[src/rtl/uart_tx_arbiter_pkg.sv]
// Shared types for the UART transmit arbiter.
//   UART_PACKET : one byte of a packet stream plus its framing and routing fields
//   DEST_*      : destination codes carried in UART_PACKET.Destination
//   arbState_t  : arbiter state encoding
package uart_tx_arbiter_pkg;

    typedef struct packed {
        logic [7:0] Source;
        logic [7:0] Destination;
        logic [7:0] Length;
        logic [7:0] Data;
        logic       SoP;
        logic       EoP;
        logic       Valid;
    } UART_PACKET;

    localparam logic [7:0] DEST_REG_WRITE     = 8'h00;
    localparam logic [7:0] DEST_READ_RESPONSE = 8'h01;

    typedef enum logic [1:0] {
        IDLE = 2'd0,
        ARB  = 2'd1,
        BUSY = 2'd2
    } arbState_t;

endpackage

[src/rtl/uart_tx_arbiter_rr_pick.sv]
// Combinational round-robin picker.
// Searches the request vector starting one position after `last`, wrapping
// around, and reports the first set bit.
//   request : one bit per requester
//   last    : index of the previous winner
//   valid   : at least one request is set
//   winner  : chosen index (0 when valid is low)
module rr_pick #(
    parameter  int N = 2,
    localparam int W = (N > 1) ? $clog2(N) : 1
) (
    input  logic [N-1:0] request,
    input  logic [W-1:0] last,
    output logic         valid,
    output logic [W-1:0] winner
);

    always_comb begin
        int sum;
        logic [W-1:0] idx;
        sum    = 0;
        idx    = '0;
        valid  = 1'b0;
        winner = '0;
        for (int i = 1; i <= N; i++) begin
            sum = int'(last) + i;
            if (sum >= N) begin
                sum = sum - N;
            end
            idx = W'(sum);
            if (!valid && request[idx]) begin
                valid  = 1'b1;
                winner = idx;
            end
        end
    end

endmodule

[src/rtl/uart_tx_arbiter.sv]
// Packet-atomic round-robin arbiter in front of the UART transmitter.
// One requester is granted per packet; its bytes pass straight through to the
// transmitter and the grant is held until its EoP byte is accepted.
//
// Ports:
//   ipClk, ipnReset  : clock, asynchronous active-low reset
//   ipReqStream      : per-requester packet streams
//   opReqReady       : per-requester ready
//   opTxStream       : stream to the transmitter
//   ipTxReady        : transmitter ready
//   opGrant          : current / most recent grantee
//   opBusy           : high in ARB and BUSY
//   opProtocolError  : one-cycle pulse after a drained stray byte or a watchdog release
//
// Build option: define UART_TX_ARB_WATCHDOG_EN to release a grant after
// WATCHDOG_CYCLES consecutive BUSY cycles without a transfer.
//
// state | meaning
// IDLE  | no packet in flight; stray bytes drained
// ARB   | SoP seen; picking the next grantee; stray bytes drained
// BUSY  | grantee's bytes forwarded until EoP is accepted
import uart_tx_arbiter_pkg::*;

module uart_tx_arbiter #(
    parameter  int N_PORTS         = 2,
    parameter  int WATCHDOG_CYCLES = 1024,
    localparam int GW              = $clog2(N_PORTS)
) (
    input  logic               ipClk,
    input  logic               ipnReset,
    input  UART_PACKET         ipReqStream [N_PORTS],
    output logic [N_PORTS-1:0] opReqReady,
    output UART_PACKET         opTxStream,
    input  logic               ipTxReady,
    output logic [GW-1:0]      opGrant,
    output logic               opBusy,
    output logic               opProtocolError
);

    arbState_t          state;
    arbState_t          nextState;
    logic [GW-1:0]      grant;
    logic [GW-1:0]      lastGrant;
    logic [N_PORTS-1:0] sopReq;
    logic [N_PORTS-1:0] strayReq;
    logic               pickValid;
    logic [GW-1:0]      pickWinner;
    UART_PACKET         grantPkt;
    logic               transfer;
    logic               wdExpire;
    logic               errNext;
    logic               protocolError;

    always_comb begin
        sopReq   = '0;
        strayReq = '0;
        for (int p = 0; p < N_PORTS; p++) begin
            sopReq[p]   = ipReqStream[p].Valid &&  ipReqStream[p].SoP;
            strayReq[p] = ipReqStream[p].Valid && !ipReqStream[p].SoP;
        end
    end

    rr_pick #(.N(N_PORTS)) uPick (
        .request (sopReq),
        .last    (lastGrant),
        .valid   (pickValid),
        .winner  (pickWinner)
    );

    assign grantPkt = ipReqStream[grant];
    assign transfer = (state == BUSY) && grantPkt.Valid && ipTxReady;

`ifdef UART_TX_ARB_WATCHDOG_EN
    localparam int WDW = $clog2(WATCHDOG_CYCLES + 1);
    logic [WDW-1:0] wdCount;

    // Expires on the stall cycle that would bring the count to WATCHDOG_CYCLES.
    assign wdExpire = (state == BUSY) && !transfer &&
                      (wdCount == WDW'(WATCHDOG_CYCLES - 1));

    always_ff @(posedge ipClk or negedge ipnReset) begin
        if (!ipnReset) begin
            wdCount <= '0;
        end else if ((state != BUSY) || transfer || wdExpire) begin
            wdCount <= '0;
        end else begin
            wdCount <= wdCount + WDW'(1);
        end
    end
`else
    logic unusedWatchdogCfg;
    assign wdExpire          = 1'b0;
    assign unusedWatchdogCfg = (WATCHDOG_CYCLES > 0);
`endif

    always_comb begin
        nextState  = state;
        opReqReady = '0;
        opTxStream = '0;
        errNext    = 1'b0;
        case (state)
            IDLE: begin
                if (|sopReq) begin
                    nextState = ARB;
                end
            end
            ARB: begin
                nextState = pickValid ? BUSY : IDLE;
            end
            BUSY: begin
                opTxStream        = grantPkt;
                opReqReady[grant] = ipTxReady;
                if (transfer && grantPkt.EoP) begin
                    nextState = IDLE;
                end else if (wdExpire) begin
                    nextState = IDLE;
                    errNext   = 1'b1;
                end
            end
            default: nextState = IDLE;
        endcase
        // Stray bytes are drained outside BUSY; gated by reset so every ready
        // reads zero while reset is held.
        if ((state != BUSY) && ipnReset) begin
            opReqReady = strayReq;
            errNext    = |strayReq;
        end
    end

    always_ff @(posedge ipClk or negedge ipnReset) begin
        if (!ipnReset) begin
            state         <= IDLE;
            grant         <= '0;
            lastGrant     <= GW'(N_PORTS - 1);
            protocolError <= 1'b0;
        end else begin
            state         <= nextState;
            protocolError <= errNext;
            if ((state == ARB) && pickValid) begin
                grant     <= pickWinner;
                lastGrant <= pickWinner;
            end
        end
    end

    assign opGrant         = grant;
    assign opBusy          = (state != IDLE);
    assign opProtocolError = protocolError;

endmodule

[config.mk]
export PLATFORM = sky130hd
export DESIGN_NAME = uart_tx_arbiter
export DESIGN_NICKNAME = d
export VERILOG_FILES = /design/src/rtl/uart_tx_arbiter_pkg.sv /design/src/rtl/uart_tx_arbiter_rr_pick.sv /design/src/rtl/uart_tx_arbiter.sv
export SDC_FILE = /design/constraint.sdc
export NUM_CORES = 1
export LEC_CHECK = 0
export ABC_AREA = 1
export BUFFER_PORTS_ARGS = -buffer_cell sky130_fd_sc_hd__clkbuf_2
export CORE_MARGIN = 5
export CORE_UTILIZATION = 32
export DETAILED_ROUTE_END_ITERATION = 7
export GPL_TIMING_DRIVEN = 0
export PLACE_DENSITY = 0.81
export SETUP_SLACK_MARGIN = 0.2
export SLEW_MARGIN = 5
export SYNTH_ARGS = -nofsm -noshare
export SYNTH_HDL_FRONTEND = slang
export SYNTH_SLANG_ARGS = --single-unit
[constraint.sdc]
create_clock -name ipClk -period 1.4 [get_ports ipClk]
set_input_delay 0.28 -clock ipClk [delete_from_list [all_inputs] [get_ports ipClk]]
set_output_delay 0.28 -clock ipClk [all_outputs]
set_load 0.02 [all_outputs]
==> results of run 1 <==
metal layers:
metal	part of all wire	global-route usage	vias up
li1	-	-	769
met1	0.33	0.2686	870
met2	0.51	0.4858	173
met3	0.082	0.03063	47
met4	0.079	0.06631	0
met5	0	0	-
through the flow:
| stage | worst slack, ps | instances | TNS, ps |
|---|---|---|---|
| after floorplan | 120.6 | 155 | 0 |
| after global placement | 3.156 | 298 | 0 |
| after detailed placement | -12.77 | 298 | -71.43 |
| after CTS | -247.6 | 314 | -8185 |
| after global routing | -376.6 | 320 | -12990 |
| final | -381.6 | 320 | -12850 |
power groups by stage:
| stage | logic, mW | registers (mW) | clock network (mW) |
|---|---|---|---|
| floorplan | 2.18 | 0.278 | 0 |
| global placement | 2.79 | 0.262 | 0 |
| detailed placement | 2.81 | 0.269 | 0 |
| CTS | 3.49 | 0.266 | 0.184 |
| global route | 4.50 | 0.283 | 0.206 |
| finish | 4.35 | 0.282 | 0.205 |
cells in the mapped netlist:
master | number | area share
nor2_1 | 4 | 0.017
inv_2 | 1 | 0.0043
dfrtp_1 | 4 | 0.11
nand2_1 | 81 | 0.35
buf_4 | 2 | 0.017
buf_6 | 5 | 0.064
nand3_1 | 3 | 0.017
a21oi_2 | 20 | 0.20
buf_2 | 4 | 0.023
inv_1 | 8 | 0.034
o21bai_1 | 1 | 0.0086
nor3_1 | 1 | 0.0057
o21ai_0 | 3 | 0.017
a21oi_1 | 14 | 0.080
dfstp_2 | 1 | 0.030
or2_2 | 1 | 0.0071
o22ai_1 | 1 | 0.0071
nand4_1 | 1 | 0.0071
critical path, cell delays in order, from the launching register on:
cell     delay [ps]
dfrtp_1         420
inv_2           110
nand2_4          80
buf_12          150
buf_12          160
a21oi_4         150
buf_8           130
cell type report:
type                            instances  area [um2]  area share
Buffer                                 11       181.4     0.06988
Multi-Input combinational cell        130        1047      0.4034
Timing Repair Buffer                  130        1132      0.4361
Inverter                                9       41.29     0.01590
Clock inverter                          1       5.005    0.001928
Clock buffer                            3       22.52    0.008675
Sequential cell                         5       127.6     0.04916
Tap cell                               31       38.79     0.01494
state kept, by name, summed over array words and instances (netlist names):
name / flops
state: 2
lastGrant: 1
opGrant: 1
opProtocolError: 1
cells in the final DEF, fill, tap and decap left out, drive strengths merged:
master,instances
clkinv,2
nand2,81
nand3,3
o21bai,1
nor3,1
nor2,4
dlygate4sd3,2
buf,57
clkbuf,85
nand4,1
o21ai,3
dfrtp,4
o22ai,1
a21oi,34
inv,8
dfstp,1
or2,1
path summary, 6_finish.rpt:
path / startpoint / end / slack (ps) / cells past startpoint
setup / recovery: state[0] / opTxStream[25] / -380 / 6
hold / removal: ipReqStream[35] / state[0] / 310 / 3
setup reg to reg: state[1] / opGrant / 60 / 5
hold reg to reg: lastGrant / lastGrant / 480 / 2
max in group asynchronous: ipnReset / opProtocolError / 650 / 2
min in group asynchronous: ipnReset / state[0] / 510 / 2
logic make-up (layout without fill, tap and decap cells):
| logic type | Yosys count | in the layout | synth area share |
|---|---|---|---|
| simple gates | 91 | 91 | 0.4008 |
| compound gates | 39 | 39 | 0.3124 |
| buf+inv | 20 | 154 | 0.1426 |
| flops | 5 | 5 | 0.1441 |
repair_timing:
item,4_1_cts,5_1_grt
hold buffers,2,0
setup buffers,9,3
setup endpoints to repair,38,39
hold endpoints to repair,4,0
gates cloned,1,3
resized for setup,85,68
pin swaps,0,9
==> impl_results.rst, run 1 <==
.. list-table::
   :header-rows: 1

   * - Metric
     - Value
   * - Worst Hold Class
     - input pin to flop
   * - Power spent charging and discharging nets
     - 2.517 mW
   * - Post-synthesis instance total
     - roughly 160
   * - Clock Power Share
     - 0.042
   * - Sequential fraction of the synthesis area
     - 0.1441
   * - Average wire length per cell after detail routing
     - between 20 and 25 um
   * - Violations in the final reports
     - negative setup slack
   * - Final worst clock skew
     - roughly 19 ps
   * - Initial core utilization
     - 0.3265
   * - Final hold vios
     - 0
   * - Final critical delay including setup and external delays
     - about 1800 ps
   * - Tightest slew margin relative to the limit
     - 0.7798
   * - Unrepaired setup endpoints after global routing
     - true
   * - Vias post-DR
     - around 1.9k
   * - CTS root buffer
     - clkbuf_4
   * - Ratio of cells with drive above 1 in the final layout
     - 0.7405
   * - Switching share of power
     - 0.5200
   * - Syn Area/Cell
     - ~5.7 um2
   * - Initial antenna violation count
     - 0
   * - Worst Path Arrival
     - approximately 1500 ps
   * - First-pass GRT wire length
     - about 8000 um
   * - Floorplan Core Area
     - between 2000 and 3000 um2
   * - Drt first-iter violations
     - 184
   * - PD cells
     - 1864 nW/um2
   * - Worst setup margin
     - -381.6 ps
   * - Fin nets
     - around 360
   * - Slew at the pin closest to its max-slew limit
     - 327.7 ps
   * - Fmax
     - around 560 MHz
   * - Final HPWL from detailed placement
     - ~3200 um
   * - Via count of the first global-routing pass
     - approximately 1.7k
   * - Post-synthesis cell area
     - between 800 and 900 um2
   * - Remaining Overflow, GRT
     - 0
   * - H-tree depth
     - 1
   * - Number of synthesized register bits
     - 5
   * - Pin count of the biggest net entering global routing
     - 11
   * - Yosys warning count
     - 0
   * - Post-route antenna net violation count
     - 0
   * - Outcome
     - finished with violations
   * - Worst Path Class, Setup
     - flop to output port
   * - Layout filler cell count
     - 56
   * - Die W
     - ~62 um
   * - Part of the total power dissipated in sequential elements
     - 0.058
   * - Design internal power
     - roughly 2.3 mW
   * - Row count
     - 19
   * - Io pins
     - 113
   * - Number of vias per cell
     - between 5 and 6
   * - Total routing resource utilization after global routing
     - 0.2463
   * - Leakage component of the power
     - around 1.2 nW
   * - Startpoint Class
     - flop
   * - Post-Syn Nets
     - 228
   * - Number of distinct library cells after synthesis
     - 18
   * - Final total power
     - 4.841 mW
   * - Critical Path RT
     - roughly 1100 ps
   * - Crit-path max FO
     - 10
   * - Length of the first detailed-routing pass in iterations
     - 5
   * - Die height
     - ~62 um
   * - Finished layout cell area
     - 2596 um2
   * - Post-layout utilization of the core
     - 0.9665
   * - Peak VDD IR
     - 1684 uV
   * - Max-cap violations
     - 0
   * - Smallest hold slack
     - 308.6 ps
   * - Final number of max-transition violations
     - 0
   * - Die area
     - around 3900 um2
   * - Number of antenna diodes
     - 0
   * - Area growth, synth to finish
     - 196.0%
   * - Final-report setup violation count
     - 39
   * - Insertion delay of the later-clocked pin in the worst-skew pair
     - between 200 and 300 ps
   * - Input/output buffers
     - about 110
   * - Post-Place Cell Area
     - about 1900 um2
   * - Clock slew at reported path FFs
     - 70 ps
   * - TritonCTS clock tree
     - yes
   * - DRC violations left
     - 0
   * - Sinks on Clock Net
     - 5
   * - CTS Buffer Depth
     - 2
   * - Type of element capturing the critical path
     - output port
   * - Share of the cycle needed by the critical path after routing
     - 1.273
   * - Routed wire length
     - between 7000 and 8000 um
   * - Inserted Clock Buffers
     - 3
   * - Placer's final routability congestion estimate
     - 0.7853
   * - Proportion of power drawn by combinational gates
     - 0.899
(Power assumes the default switching activity.)
==> inputs of run 2 (changes only) <==
- CORE_ASPECT_RATIO: unset -> 0.7
==> run 2 against run 1 <==
The flow now stops in 5_1_grt. Synthesized cell count is the same. Area after synthesis unchanged.
==> impl_results.rst, run 2 <==
.. list-table::
   :header-rows: 1

   * - Metric
     - Value
   * - Top cell types by occurrence after synthesis
     - nand2_1, a21oi_2, a21oi_1, inv_1, buf_6 (unchanged)
   * - Post-synth ARST share
     - 1.000 (unchanged)
   * - Io pins
     - 113 (unchanged)
   * - Input/output buffers
     - 112 (unchanged)
   * - Most common flop cell mapped by yosys
     - dfrtp_1 (unchanged)
   * - Placed cells
     - 301 (was 298)
   * - Placer's final routability congestion estimate
     - 0.7436 (was 0.7853)
   * - H-tree depth
     - 1 (unchanged)
   * - Final HPWL from detailed placement
     - 3408 um (was 3224 um)
   * - CTS Buffer Depth
     - 2 (unchanged)
   * - Post-synthesis instance total
     - 155 (unchanged)
   * - Stopped at
     - 5_1_grt
   * - Worst-path endpoint after global-route repair_timing
     - opTxStream[29]
   * - Post-synthesis cell area
     - 877.1 um2 (unchanged)
   * - Initial core utilization
     - 0.3462 (was 0.3265)
   * - Sequential fraction of the synthesis area
     - 0.1441 (unchanged)
   * - Die height
     - 53.80 um (was 62.36 um)
   * - Sinks on Clock Net
     - 5 (unchanged)
   * - CTS root buffer
     - clkbuf_8 (was clkbuf_4)
   * - Cell type with the largest total area after synthesis
     - nand2_1 (unchanged)
   * - Most frequent cell after synthesis
     - nand2_1 (unchanged)
   * - Yosys warning count
     - 0 (unchanged)
   * - Number of distinct library cells after synthesis
     - 18 (unchanged)
   * - Kind of the worst endpoint
     - top-level output
   * - Outcome
     - aborted with a tool error (was finished with violations)
   * - Die W
     - 72.58 um (was 62.36 um)
   * - Number of flops mapped to enable cells by yosys
     - 0 (unchanged)
   * - Post-Syn Nets
     - 228 (unchanged)
   * - Syn Area/Cell
     - 5.659 um2 (unchanged)
   * - Share of the synthesized area in the top cell type
     - 0.3466 (unchanged)
   * - Inserted Clock Buffers
     - 3 (unchanged)
   * - First error message
     - [ERROR DPL-0038] Utilization greater than 100%, impossible to legalize
   * - Pin count of the biggest net entering global routing
     - 11
   * - Row count
     - 15 (was 19)
   * - Number of synthesized register bits
     - 5 (unchanged)
   * - Synth area leaders
     - nand2_1, a21oi_2, dfrtp_1 (unchanged)
-- run 2: cell counts after synthesis --
Identical to the previous run, type by type.
-- run 2: logic make-up after synthesis --
group	share of synthesized area
AO/OA/AOI/OAI	0.3124
buffers and inverters	0.1426
AND/OR/NAND/NOR	0.4008
flip-flops	0.1441
-- run 2: repair_timing --
action,CTS
setup buffers,5
endpoints found under the setup margin,38
pin swaps,1
resized for setup,79
gates cloned,1
hold buffers,1
hold endpoints to repair,4
-- run 2: per-stage QoR --
stage	worst slack (ps)	setup TNS (ps)	cell area [um2]	util	hold WS, ps
floorplan	120.6	0	1276	-	-15.59
global placement	4.047	0	1879	0.7417	118.5
detailed placement	-0.1452	-0.1452	1879	0.7417	117.7
CTS	-209.8	-6919	2328	0.9190	37.41
==> inputs of run 3 (changes only) <==
- CORE_AREA: unset -> 5 5 66 68
- CORE_ASPECT_RATIO: 0.7 -> unset
- CORE_MARGIN: 5 -> unset
- CORE_UTILIZATION: 32 -> unset
- DIE_AREA: unset -> 0 0 71 73
- PLACE_DENSITY: 0.81 -> unset
- PLACE_DENSITY_LB_ADDON: unset -> 0.15
- SETUP_SLACK_MARGIN: 0.2 -> unset
==> run 3 against run 2 <==
The flow now finishes, with violations (negative setup slack).
==> impl_results.rst, run 3 (synthesis results as in run 1) <==
.. list-table::
   :header-rows: 1

   * - Metric
     - Value
   * - Outcome
     - finished with violations (was aborted with a tool error)
   * - Violations in the final reports
     - negative setup slack
   * - Critical path origin
     - opGrant
   * - Remaining Overflow, GRT
     - 0
   * - Inserted Clock Buffers
     - 3 (unchanged)
   * - Worst setup margin
     - -219.8 ps
   * - Post-layout utilization of the core
     - 0.6321
   * - Number of antenna diodes
     - 0
   * - Input/output buffers
     - 112 (unchanged)
   * - Proportion of power drawn by combinational gates
     - 0.873
   * - Pin count of the biggest net entering global routing
     - 11
   * - CTS Buffer Depth
     - 2 (unchanged)
   * - Worst Path Arrival
     - 1340 ps
   * - Final hold vios
     - 0
   * - Unrepaired setup endpoints after global routing
     - true
   * - Layout filler cell count
     - around 350
   * - Post-route antenna net violation count
     - 0
   * - Length of the first detailed-routing pass in iterations
     - 4
   * - Worst R2R End
     - state[1]
   * - Startpoint of the worst register-to-register path
     - opGrant
   * - Die W
     - 71 um (was 72.58 um)
   * - PD cells
     - around 1800 nW/um2
   * - Top reg by flops
     - state
   * - DRC violations left
     - 0
   * - Io pins
     - 113 (unchanged)
   * - Part of the total power dissipated in sequential elements
     - 0.064
   * - Fmax
     - 617.4 MHz
   * - Startpoint Class
     - flop
   * - Largest register FFs
     - 2
   * - Critical Path RT
     - 1120 ps
   * - Area growth, synth to finish
     - 173.8%
   * - Die area
     - around 5200 um2
   * - Smallest hold slack
     - between 50 and 60 ps
   * - Peak VDD IR
     - approximately 910 uV
   * - Switching share of power
     - 0.4682
   * - Total routing resource utilization after global routing
     - 0.1454
   * - Total Neg Setup Slack
     - -6683 ps
   * - Die height
     - 73 um (was 53.80 um)
   * - Placer's final routability congestion estimate
     - 0.7283 (was 0.7436)
   * - Slew at the pin closest to its max-slew limit
     - 202.9 ps
   * - Crit-path max FO
     - 6
   * - CTS root buffer
     - clkbuf_8 (unchanged)
   * - Sinks on Clock Net
     - 5 (unchanged)
   * - Clock slew at reported path FFs
     - ~30 ps
   * - Routed wire length
     - between 4000 and 5000 um
   * - Final-report setup violation count
     - 37
   * - Reg2Reg Setup Slack
     - 120 ps
   * - Leakage component of the power
     - between 1 and 1.5 nW
   * - H-tree depth
     - 1 (unchanged)
   * - Worst reg-to-reg path cell count
     - 6
   * - Pre-CTS setup slack
     - -67.98 ps (was -0.1452 ps)
   * - Fin nets
     - around 360
   * - Most frequent cells in the layout
     - clkbuf_2, nand2_1, a21oi_2
   * - Final HPWL from detailed placement
     - 3085 um (was 3408 um)
   * - Clock Power Share
     - 0.063
   * - Power spent charging and discharging nets
     - slightly below 2 mW
   * - Drt first-iter violations
     - 37
   * - Floorplan Core Area
     - roughly 3800 um2
   * - Tightest slew margin relative to the limit
     - 0.8643
   * - Initial antenna violation count
     - 0
   * - Most common cell after layout, fill and taps aside
     - clkbuf_2
   * - Final number of max-transition violations
     - 0
   * - Via count of the first global-routing pass
     - approximately 1.4k
   * - Worst Hold Class
     - input pin to async pin
   * - Worst Path Class, Setup
     - flop to output port
   * - Average wire length per cell after detail routing
     - 13.42 um
   * - Vias post-DR
     - 1506
   * - Final worst clock skew
     - between 0.6 and 0.7 ps
   * - TritonCTS clock tree
     - yes
   * - Ratio of cells with drive above 1 in the final layout
     - 0.7604
   * - Initial core utilization
     - 0.2309 (was 0.3462)
   * - Max-cap violations
     - 0
   * - First-pass GRT wire length
     - a little over 6000 um
   * - Type of element capturing the critical path
     - output port
   * - Number of vias per cell
     - roughly 4.5
   * - Row count
     - 23 (was 15)
   * - Design internal power
     - 2.240 mW
   * - Termination of the worst setup path
     - opTxStream[0]
   * - Final critical delay including setup and external delays
     - 1620 ps
   * - Insertion delay of the later-clocked pin in the worst-skew pair
     - roughly 220 ps
   * - Share of the cycle needed by the critical path after routing
     - 1.157
run 3: final cells by class:
cell class              count  area, um2  share of cell area
well taps                  50      62.56             0.02606
multi-input cells         130      875.8              0.3648
repair buffers            129       1082              0.4508
inverters                   9      38.79             0.01615
plain buffers              11      168.9             0.07035
flip-flops and latches      5      127.6             0.05315
clock buffers               4      45.04             0.01876
run 3: worst min-delay path by stage:
stage	from	to	slack, ps	depth (start not counted)
after CTS	ipnReset	lastGrant	40	1
final	ipnReset	lastGrant	50	1
after global routing	ipnReset	lastGrant	60	1
after detailed placement	ipnReset	state[1]	120	1
after floorplan	ipnReset	opGrant	-20	0
after global placement	ipnReset	state[0]	120	1
run 3: repair_timing:
item / 4_1_cts / 5_1_grt
endpoints found under the setup margin: 37 / 37
hold buffers: 1 / 0
buffers inserted: 6 / 4
cloned: 1 / 5
gates resized for setup: 87 / 83
pin swaps: 2 / 28
hold endpoints to repair: 4 / 0
run 3: worst max-delay path, stage by stage, from the launching register on:
cell and delay (ps):
dfrtp_2 450, buf_4 160, clkbuf_16 150, nor2_4 100, nor2_4 50, nor2_4 90
buf_6 120
run 3: layer usage:
metal  vias up  GRT usage  wire length (um)
met5         -          0                 0
met4         0    0.06054               104
met3         8    0.02479               267
met2        55     0.2925              2595
met1       680     0.1451              1567
li1        763          -                 -
run 3: per-stage QoR:
step	cells	power [mW]	instance area (um2)
after global routing	338	4.458	2401
after detailed placement	317	2.349	1539
after floorplan	155	1.733	915.9
final	338	4.211	2401
after global placement	317	2.350	1539
after CTS	329	3.285	1984
run 3: power by group through the flow:
| stage | logic, mW | registers, mW | clock network, mW |
|---|---|---|---|
| floorplan | 1.47 | 0.266 | 0 |
| global placement | 2.10 | 0.251 | 0 |
| detailed placement | 2.10 | 0.250 | 0 |
| CTS | 2.75 | 0.267 | 0.271 |
| global route | 3.89 | 0.280 | 0.283 |
| finish | 3.68 | 0.270 | 0.265 |
==> inputs of run 4 (changes only) <==
- clock period: 1.4 -> 1.75 ns (I/O delays scaled with it)
==> run 4 against run 3 <==
The run now ends clean. First-iteration DRC count is 22% lower. Design area is 32% lower. Total power is 48% lower. Clock skew hardly changed. Critical path depth stayed put. Utilization is 20 points lower. Routed wire length is 17% lower. Critical path type unchanged. Largest power group unchanged.
==> impl_results.rst, run 4 (synthesis results as in run 1) <==
.. list-table::
   :header-rows: 1

   * - Metric
     - Value
   * - Outcome
     - completed (was finished with violations)
   * - Cell type with the highest occurrence count on the critical path
     - buf_6 (was nor2_4)
   * - Number of buffer and inverter stages on the critical path
     - 4 (was 3)
   * - H-tree depth
     - 1 (unchanged)
   * - Initial antenna violation count
     - 0 (unchanged)
   * - Final number of max-transition violations
     - 0 (unchanged)
   * - Final HPWL from detailed placement
     - 3064 um (was 3085 um)
   * - PD cells
     - 1328 nW/um2 (was 1754 nW/um2)
   * - Pre-CTS setup slack
     - 200.6 ps (was -67.98 ps)
   * - Worst Hold Class
     - input pin to async pin (unchanged)
   * - Die area
     - 5183 um2 (unchanged)
   * - Cell class contributing the biggest share of worst-path delay
     - buffers and inverters (was flip-flops)
   * - Area growth, synth to finish
     - 86.73% (was 173.8%)
   * - Routed wire length
     - 3752 um (was 4535 um)
   * - Top reg by flops
     - state (unchanged)
   * - Critical path cell sequence
     - inv_1 > nand2_1 > buf_6 > buf_6 > a21oi_2 > clkbuf_2 (was buf_4 > clkbuf_16 > nor2_4 > nor2_4 > nor2_4 > buf_6)
   * - Share of the cycle needed by the critical path after routing
     - 0.9710
   * - Crit-path max FO
     - 10 (was 6)
   * - Unrepaired setup endpoints after global routing
     - true (unchanged)
   * - Grt peak-use layer
     - met2 (unchanged)
   * - CTS root buffer
     - clkbuf_8 (unchanged)
   * - Most frequent cells in the layout
     - clkbuf_2, nand2_1, a21oi_2 (unchanged)
   * - Worst Path Class, Setup
     - flop to output port (unchanged)
   * - Row count
     - 23 (unchanged)
   * - Inserted Clock Buffers
     - 3 (unchanged)
   * - Io pins
     - 113 (unchanged)
   * - Number of vias per cell
     - 4.396 (was 4.456)
   * - Average wire length per cell after detail routing
     - 11.62 um (was 13.42 um)
   * - Met1 Resource Use GR
     - 0.1507 (was 0.1451)
   * - Post-route antenna net violation count
     - 0 (unchanged)
   * - Startpoint Class
     - flop (unchanged)
   * - Input/output buffers
     - 112 (unchanged)
   * - Sinks on Clock Net
     - 5 (unchanged)
   * - Tightest slew margin relative to the limit
     - 0.8593 (was 0.8643)
   * - Length of the first detailed-routing pass in iterations
     - 4 (unchanged)
   * - Floorplan Core Area
     - 3799 um2 (unchanged)
   * - Remaining Overflow, GRT
     - 0 (unchanged)
   * - Slowest cell delay on critical path
     - 370 ps (was 450 ps)
   * - Largest register FFs
     - 2 (unchanged)
   * - Most common cell after layout, fill and taps aside
     - clkbuf_2 (unchanged)
   * - CTS Buffer Depth
     - 2 (unchanged)
   * - Final critical delay including setup and external delays
     - approximately 1700 ps
   * - Clock slew at reported path FFs
     - 30 ps (about the same)
   * - Final hold vios
     - 0 (unchanged)
   * - Layout filler cell count
     - 417 (was 345)
   * - Total routing resource utilization after global routing
     - 0.1344 (was 0.1454)
   * - Critical Path RT
     - 1400 ps (was 1120 ps)
   * - Fmax
     - 588.5 MHz
   * - TritonCTS clock tree
     - yes (unchanged)
   * - Max-cap violations
     - 0 (unchanged)
   * - Die W
     - 71 um (unchanged)
   * - Fin nets
     - 347 (was 362)
   * - Met3 capacity usage during global routing
     - 0.04545 (was 0.02479)
   * - Placer's final routability congestion estimate
     - 0.7918 (was 0.7283)
   * - Type of element capturing the critical path
     - output port (unchanged)
   * - Die height
     - 73 um (unchanged)
   * - Via count of the first global-routing pass
     - 1344 (was 1432)
   * - Leakage component of the power
     - 0.9597 nW (was 1.230 nW)
   * - Vias post-DR
     - 1420 (was 1506)
   * - First-pass GRT wire length
     - 5816 um (was 6210 um)
   * - GR Layer Usage met2
     - 0.2482 (was 0.2925)
   * - Ratio of cells with drive above 1 in the final layout
     - 0.5604 (was 0.7604)
   * - Final total power
     - 2.174 mW (was 4.211 mW)
   * - Drt first-iter violations
     - 29 (was 37)
   * - Worst setup margin
     - 50.71 ps (was -219.8 ps)
   * - Peak VDD IR
     - 648.5 uV (was 912.4 uV)
   * - Final-report setup violation count
     - 0 (was 37)
   * - Final worst clock skew
     - 0.2468 ps (was 0.6111 ps)
   * - Insertion delay of the later-clocked pin in the worst-skew pair
     - 220 ps (about the same)
   * - Slew at the pin closest to its max-slew limit
     - 208.8 ps (was 202.9 ps)
   * - Worst Path Arrival
     - 1350 ps (was 1340 ps)
   * - Initial core utilization
     - 0.2309 (unchanged)
   * - Crit path max-delay cell type
     - dfrtp_1 (was dfrtp_2)
   * - Reg2Reg Setup Slack
     - 650 ps (was 120 ps)
   * - DRC violations left
     - 0 (unchanged)
   * - Pin count of the biggest net entering global routing
     - 11 (unchanged)
   * - Number of antenna diodes
     - 0 (unchanged)
-- run 4: worst register-to-register path, stage by stage (launching register included) --
cell and delay, ps:
dfrtp_2 450, buf_8 170, nor2_1 100, nor2_1 60
o21bai_1 150, nand2_1 60
-- run 4: path summary, 6_finish.rpt --
kind	startpoint	end	cells past startpoint
setup / recovery	state[0]	opTxStream[24]	6
hold / removal	ipnReset	lastGrant	1
setup reg to reg	opGrant	state[1]	5
hold reg to reg	lastGrant	lastGrant	2
max in group asynchronous	ipnReset	opGrant	2
min in group ipClk	ipReqStream[37]	state[0]	3
-- run 4: timing repair --
item / 4_1_cts / 5_1_grt
gates resized for setup: 2 / 48
setup endpoints to repair: 28 / 32
endpoints found under the hold margin: 4 / 0
buffers inserted: 0 / 1
hold buffers: 1 / 0
-- run 4: cell type report --
class                           instances  area (um2)  area share
Inverter                                9       36.28     0.02215
Buffer                                 11       113.9     0.06952
Multi-Input combinational cell        130       633.1      0.3866
Tap cell                               50       62.56     0.03820
Clock buffer                            4       45.04     0.02750
Sequential cell                         5       127.6     0.07792
Timing Repair Buffer                  114       619.3      0.3782
-- run 4: routing by layer --
metal  wire length, um  vias to the layer above
li1                  -                      732
met1              1422                      593
met2              1807                       89
met3               498                        6
met4                23                        0
met5                 0                        -
-- run 4: stage by stage --
step           std cells  hold WS (ps)  setup TNS, ps    util  area [um2]
5_1_grt              323         111.9         -54.09  0.4312        1638
4_1_cts              322         100.7         -64.11  0.4107        1560
2_1_floorplan        155         54.41              0       -       877.1
3_3_place_gp         317         194.1              0  0.3949        1500
3_5_place_dp         317         187.7              0  0.3949        1500
6_report             323         104.7              0  0.4312        1638
-- run 4: report_power, final --
part / leakage, nW / internal, mW / switching [mW]
registers: 0.0608 / 0.168 / 0.0420
clock network: 0.0228 / 0.156 / 0.0538
logic: 0.876 / 0.667 / 1.09
